`src/rtl/aes_scan_driver.sv`:
```
// rtl/aes_scan_driver.sv - Serial scan-chain driver for an AES core: shift operands in, await trigger edges, shift result out
module aes_scan_driver #(
  parameter int CHAIN_LEN  = 387,
  parameter int TRIG_COUNT = 2,
  parameter int TIMEOUT    = 1000
) (
  input  logic         clk,
  input  logic         rst_n,
  input  logic         load_i,
  input  logic [127:0] data_i,
  input  logic [255:0] key_i,
  input  logic         dec_i,
  input  logic         trigger_i,
  input  logic         scan_in,
  output logic         scan_en,
  output logic         scan_out,
  output logic [127:0] data_o,
  output logic         valid_o,
  output logic         err_o,
  output logic         busy_o
);

  localparam int IW = $clog2(CHAIN_LEN);
  localparam int EW = $clog2(TRIG_COUNT + 1);
  localparam int TW = $clog2(TIMEOUT + 1);

  localparam logic [IW-1:0] IDX_LAST  = IW'(CHAIN_LEN - 1);
  localparam logic [IW-1:0] CAP_LIM   = IW'(128);
  localparam logic [EW-1:0] EDGE_LAST = EW'(TRIG_COUNT - 1);
  localparam logic [EW-1:0] EDGE_FULL = EW'(TRIG_COUNT);
  localparam logic [TW-1:0] TO_LAST   = TW'(TIMEOUT - 1);

  typedef enum logic [2:0] {
    IDLE,
    SHIFT_IN,
    WAIT_TRIG,
    SHIFT_OUT,
    DONE
  } state_t;

  state_t                 state;
  logic [IW-1:0]          idx;
  logic [EW-1:0]          edge_cnt;
  logic [TW-1:0]          tcnt;
  logic                   trig_prev;
  logic                   trig_rise;
  logic [CHAIN_LEN-1:0]   vec;
  logic [CHAIN_LEN-2:0]   sreg;
  logic [127:0]           cap;

  assign vec       = CHAIN_LEN'({data_i, key_i, 1'b1, 1'b1, dec_i});
  assign trig_rise = trigger_i & ~trig_prev;

  always_ff @(posedge clk) begin
    if (!rst_n) begin
      state     <= IDLE;
      scan_en   <= 1'b0;
      scan_out  <= 1'b0;
      data_o    <= '0;
      valid_o   <= 1'b0;
      err_o     <= 1'b0;
      busy_o    <= 1'b0;
      idx       <= '0;
      edge_cnt  <= '0;
      tcnt      <= '0;
      trig_prev <= 1'b0;
      sreg      <= '0;
      cap       <= '0;
    end else begin
      trig_prev <= trigger_i;
      valid_o   <= 1'b0;
      err_o     <= 1'b0;
      case (state)
        IDLE: begin
          if (load_i) begin
            // vec[0] goes out immediately; the rest waits in the shifter
            scan_out <= vec[0];
            sreg     <= vec[CHAIN_LEN-1:1];
            scan_en  <= 1'b1;
            busy_o   <= 1'b1;
            idx      <= '0;
            state    <= SHIFT_IN;
          end
        end
        SHIFT_IN: begin
          if (idx == IDX_LAST) begin
            scan_en  <= 1'b0;
            scan_out <= 1'b0;
            idx      <= '0;
            edge_cnt <= '0;
            tcnt     <= '0;
            state    <= WAIT_TRIG;
          end else begin
            scan_out <= sreg[0];
            sreg     <= sreg >> 1;
            idx      <= idx + IW'(1);
          end
        end
        WAIT_TRIG: begin
          if (trig_rise && edge_cnt == EDGE_LAST) begin
            edge_cnt <= EDGE_FULL;
            scan_en  <= 1'b1;
            idx      <= '0;
            state    <= SHIFT_OUT;
          end else if (tcnt == TO_LAST) begin
            data_o  <= '0;
            valid_o <= 1'b1;
            err_o   <= 1'b1;
            state   <= DONE;
          end else begin
            tcnt <= tcnt + TW'(1);
            if (trig_rise) edge_cnt <= edge_cnt + EW'(1);
          end
        end
        SHIFT_OUT: begin
          // only the low 128 chain bits carry the result
          if (idx < CAP_LIM) cap[idx[6:0]] <= scan_in;
          if (idx == IDX_LAST) begin
            scan_en <= 1'b0;
            data_o  <= cap;
            valid_o <= 1'b1;
            state   <= DONE;
          end else begin
            idx <= idx + IW'(1);
          end
        end
        DONE: begin
          busy_o   <= 1'b0;
          idx      <= '0;
          edge_cnt <= '0;
          tcnt     <= '0;
          state    <= IDLE;
        end
        default: state <= IDLE;
      endcase
    end
  end

endmodule

```
`config.mk`:
```
export PLATFORM = sky130hd
export DESIGN_NAME = aes_scan_driver
export DESIGN_NICKNAME = d
export VERILOG_FILES = /design/src/rtl/aes_scan_driver.sv
export SDC_FILE = /design/constraint.sdc
export NUM_CORES = 2
export LEC_CHECK = 0
export CORE_MARGIN = 2
export CORE_UTILIZATION = 40
export CTS_CLUSTER_SIZE = 28
export DETAILED_ROUTE_END_ITERATION = 12
export GPL_ROUTABILITY_DRIVEN = 0
export SETUP_SLACK_MARGIN = 0.15
export SKIP_LAST_GASP = 1
export SLEW_MARGIN = 20
export SYNTH_ARGS = -nofsm -noshare
export SYNTH_HDL_FRONTEND = slang
export SYNTH_SLANG_ARGS = --single-unit
```
`constraint.sdc`:
```
create_clock -name clk -period 4.1 [get_ports clk]
set_input_delay 0.82 -clock clk [delete_from_list [all_inputs] [get_ports clk]]
set_output_delay 0.82 -clock clk [all_outputs]
set_load 0.1 [all_outputs]
```
* After elaboration in Yosys (flattened, before gate mapping)
Index checks and enable logic that the tools add are counted.
** Word-level totals
- Flip-flop bits (word level) :: 672
- Bits of input ports :: 390
- Output and inout bits :: 133
- Logic and storage cells :: 104
** Operators by class
- Add/sub/neg operators :: 3
- Order comparisons :: 3
- Equal/unequal tests :: 20
- Multiplexer cells :: 42
- Bitwise gates (word level) :: 2
- Reduce and logical (&&, ||, !) cells :: 21
** Operator list (count)
- $mux W386 :: 2
- $pmux W386 S2 :: 1
- $mux W128 :: 3
- $pmux W128 S2 :: 1
- $bwmux W128 :: 1
- $pmux W9 S5 :: 1
- $mux W9 :: 4
- $mux W10 :: 3
- $pmux W10 S3 :: 1
- $reduce_and A4 Y1 :: 6
- $ne A2 B2 Y1 const B :: 9
- $mux W3 :: 5
- $pmux W3 S4 :: 1
- $add A10 B1 Y10 const B :: 1
- $eq A10 B10 Y1 const B :: 1
- $add A9 B1 Y9 const B :: 1
- $eq A9 B9 Y1 const B :: 1
- $lt A9 B8 Y1 const B :: 1
- $mux W1 :: 9
- $ne A3 B3 Y1 const B :: 3
- $lt A7 B8 Y1 const B :: 1
- $mux W2 :: 4
- $reduce_and A2 Y1 :: 4
- $demux W1 S7 :: 1
- other kinds (19) :: 26

* Longest topological paths before layout
- Depth after elaboration :: 6
- Depth in mapped cells :: 10
- Depth with buffers taken out :: 7

* Least setup slack after synthesis
No wires, ideal clock.
- Path type :: in2reg
- Start :: input trigger_i
- End :: register tcnt[7]
- Setup time :: 0.132 ns
- Arrival time :: 2.067 ns
- Data required time :: 3.968 ns
- Setup slack :: 1.900 ns
- Stages :: 7
- Buffers on the path :: 2
- Cells stage by stage :: and3b_1 > buf_1 > nor3_1 > a211oi_2 > buf_2 > o41ai_1 > a21oi_1
** Between the ends
- Cells in the longest elaborated chain, start to end :: 4
** Ends and longest elaborated chain
- start, declared :: RTL line 13 : input logic trigger_i,
- $and A1 B1 Y1 :: RTL line 52 : assign trig_rise = trigger_i & ~trig_prev;
- $logic_and A1 B1 Y1 :: RTL line 100 : if (trig_rise && edge_cnt == EDGE_LAST) begin
- $ne A2 B2 Y1 (no line)
- $reduce_and A4 Y1 (no line)
- end signal, assigned :: RTL line 111 : tcnt <= tcnt + TW'(1);
- end, declared :: RTL line 44 : logic [TW-1:0] tcnt;
Every way passes these cells.
A chain may end at the register's enable or synchronous reset.

* Worst setup path after layout
- Start :: register data_o[95]
- End :: output data_o[95]
** RTL lines
- start, declared :: RTL line 17 : output logic [127:0] data_o,
- start signal, assigned :: RTL line 120 : data_o <= cap;
No word-level cell between the ends.

==> flow_summary.yaml <==
run_status:
  status: "completed"
critical_path:
  cp-end-kind: "primary output"
  ff2ff_setup_slack_ps: 1160
  crit_fanout: 2
  cp_num_buf_inv: 1
  critPathTopFamily: "buffers and inverters"
  critical_path_arrival_ps: 2200
  cp_slowest_stage_delay_ps: 1170
  required_ps: 3280
  r2r-start: "state[0]"
  reg2reg_to: "cap[45]"
  slowest_stage: "clkdlybuf4s50_1"
  criticalPathCategory: "reg2out"
  cp-start-kind: "flop"
  critPathCapture: "data_o[95]"
  crit_start: "data_o[95]"
  worstPathCellList: "clkdlybuf4s50_1"
  worst_r2r_path_depth: 4
  worst-path-stages: 1
pwr:
  clkPwrFrac_pct: 41.3
  p_switching_mw: 4.10
  leakage_nw: 12.6
  ir_worst_vdd_mv: 0.298
  combPwrFrac_pct: 12.7
  powerDensity_mw_per_mm2: 444
  p_int_mw: 11.6
  swShare_pct: 26.1
  p_seq_share_pct: 46.0
clocking:
  cts_made_buffers: 75
  tritoncts: "yes"
  ctsLongestPathBuffers: 3
  clk_transition_reported_paths_ps: 60
  clk_latency_ps: 610
  cts-root-buf: "clkbuf_16"
  cts_hold_buf: 0
  cts_resized: 0
  clock_sinks: 672
  htree_levels: 3
  post_cts_buffers: 0
timing:
  finalCriticalPeriod_ps: 3020
  finalMaxSlewViolations: 0
  rsz0062_at_grt: "false"
  finalHoldViolCount: 0
  worst_slew_pin_slew_ps: 1140
  setup_ws_ps: 1080
  relSlewSlack_pct: 23.6
  post-route-period-util_pct: 73.6
  fin_tns_setup_ps: 0
  skew_ps: 29.5
  setup_viol: 0
  fmax_ghz: 0.331
route:
  antenna_left: 0
  firstDrtPassIters: 5
  totalWireLength_um: 83800
  drc: 0
  viasPerCell: 5.39
  vias: 25700
  drt-initial-drc-count: 2159
  post_drt_wl_per_cell_um: 17.6
floorplanning:
  die_w_um: 267
  ios: 523
  die_y_um: 267
  row_count: 96
  dieArea_mm2: 0.0712
  start_util_pct: 40.4
  core_area_mm2: 0.0685
synthesis:
  async_reset_ff_share_pct: 0
  syn_inst: 3521
  ys.flop_type: "dfxtp_1"
  synth_common_cells: "nand2_1 (978), dfxtp_1 (672), nor2_1 (473)"
  synth.most_common_cell: "nand2_1"
  netlist_area_mm2: 0.0276
  synth-seq-cells: 672
  ys_seq_area_share_pct: 48.7
  synthesis.nets: 3915
  ys_types: 53
  synth_edf_count: 0
  yosys-top-cells-area: "dfxtp_1 (49%), nand2_1 (13%), a311oi_1 (12%)"
  yosysTopAreaCell: "dfxtp_1"
  yosysTopAreaCellShare_pct: 48.7
  syn_avg_cell_area_um2: 7.85
  ys_warn_count: 0
cells_and_area:
  final_nets: 4203
  multi_input_area_mm2: 0.0127
  final_cells: 4758
  fin_util_pct: 51.8
  drive_gt1_share_pct: 4.53
  final.fill_count: 6651
  area_delta_synth_final_pct: 28.3
  regArea_mm2: 0.0135
  final_cell_area_mm2: 0.0355
global_route:
  grt_pass1_wl_um: 131000
  grt_usage_pct: 22.6
  grt_max_degree: 221
  overflow: 0
  antenna_found_initial: 17
  grt_pass1_vias: 23400
run:
  cap_violations: 0
placement:
  dp_hpwl_um: 53600
  dpl_cell_area_mm2: 0.0331
  dp.cells: 4614
  portBuffers: 522
  dp_slack_ps: 951
min_path:
  min_from: "cap[62]"
  hp-class: "reg2reg"
## per-stage QoR
step / hold slack [ps] / power, mW
after detailed placement: 442 / 9.38
final: 450 / 15.7
after global routing: 460 / 16.5
after global placement: 440 / 9.35
after CTS: 451 / 15.9
after floorplan: 433 / 8.62
## layout make-up
class | count | area share [%]
Sequential cell | 672 | 37.9
Multi-Input combinational cell | 2488 | 35.9
Timing Repair Buffer | 564 | 16.2
Clock buffer | 116 | 6.38
Tap cell | 882 | 3.11
Clock inverter | 16 | 0.321
Inverter | 8 | 0.106
Antenna cell | 12 | 0.0847
## sequential cells by signal, summed over array words and instances, names as in the netlist, 2 cells and up
register	cells
cap	128
data_o	128
edge_cnt	2
tcnt	10
sreg	386
state	3
idx	9
## power by group through the flow
stage | sequential, mW | clock, mW | combinational (mW)
finish | 7.24 | 6.50 | 2.00
global route | 7.29 | 6.95 | 2.24
CTS | 7.23 | 6.69 | 2.01
detailed placement | 7.37 | 0 | 2.01
global placement | 7.37 | 0 | 1.98
floorplan | 7.33 | 0 | 1.29
## kinds of logic (layout without fill, tap and decap cells)
family / count (synthesis) / in the layout / synth area share (%)
and+or+nand+nor: 1658 / 1658 / 24.0
AOI/OAI and AO/OA: 817 / 817 / 21.4
DFF: 672 / 672 / 48.7
buffers and inverters: 361 / 704 / 5.44
xor gates and xnor gates: 6 / 6 / 0.190
adders and majority gates: 4 / 4 / 0.181
muxes: 3 / 3 / 0.109
other: 0 / 12 / 0
## cell usage in the layout, fill, tap and decap left out, drive strengths merged, types with 5 or more instances in the layout
cell type | Yosys | routed
a21oi | 212 | 212
a311oi | 382 | 382
and2 | 6 | 6
buf | 58 | 44
clkbuf | 295 | 116
clkdlybuf4s50 | 0 | 520
clkinv | 0 | 13
dfxtp | 672 | 672
diode | 0 | 12
inv | 8 | 11
nand2 | 979 | 979
nand2b | 5 | 5
nand3 | 137 | 137
nand4 | 11 | 11
nor2 | 473 | 473
nor3 | 9 | 9
o211ai | 66 | 66
o21ai | 76 | 76
o31ai | 66 | 66
or3 | 12 | 12
or4 | 5 | 5
## how the worst min path moves through the flow
stage,end,slack (ps),cells past startpoint
final,data_o[62],450,2
after CTS,data_o[120],450,2
after global routing,data_o[44],460,2
after global placement,data_o[33],440,2
after detailed placement,data_o[44],440,2
after floorplan,data_o[100],430,2
## metal layers
layer	track usage, %	vias to the layer above	part of all wire (%)
li1	-	12900	-
met5	0	-	0.082
met4	7.99	10	2.8
met1	30.7	12000	45
met3	4.04	130	5.1
met2	36.1	642	47
Note: power is estimated with default switching activity, not from simulation.
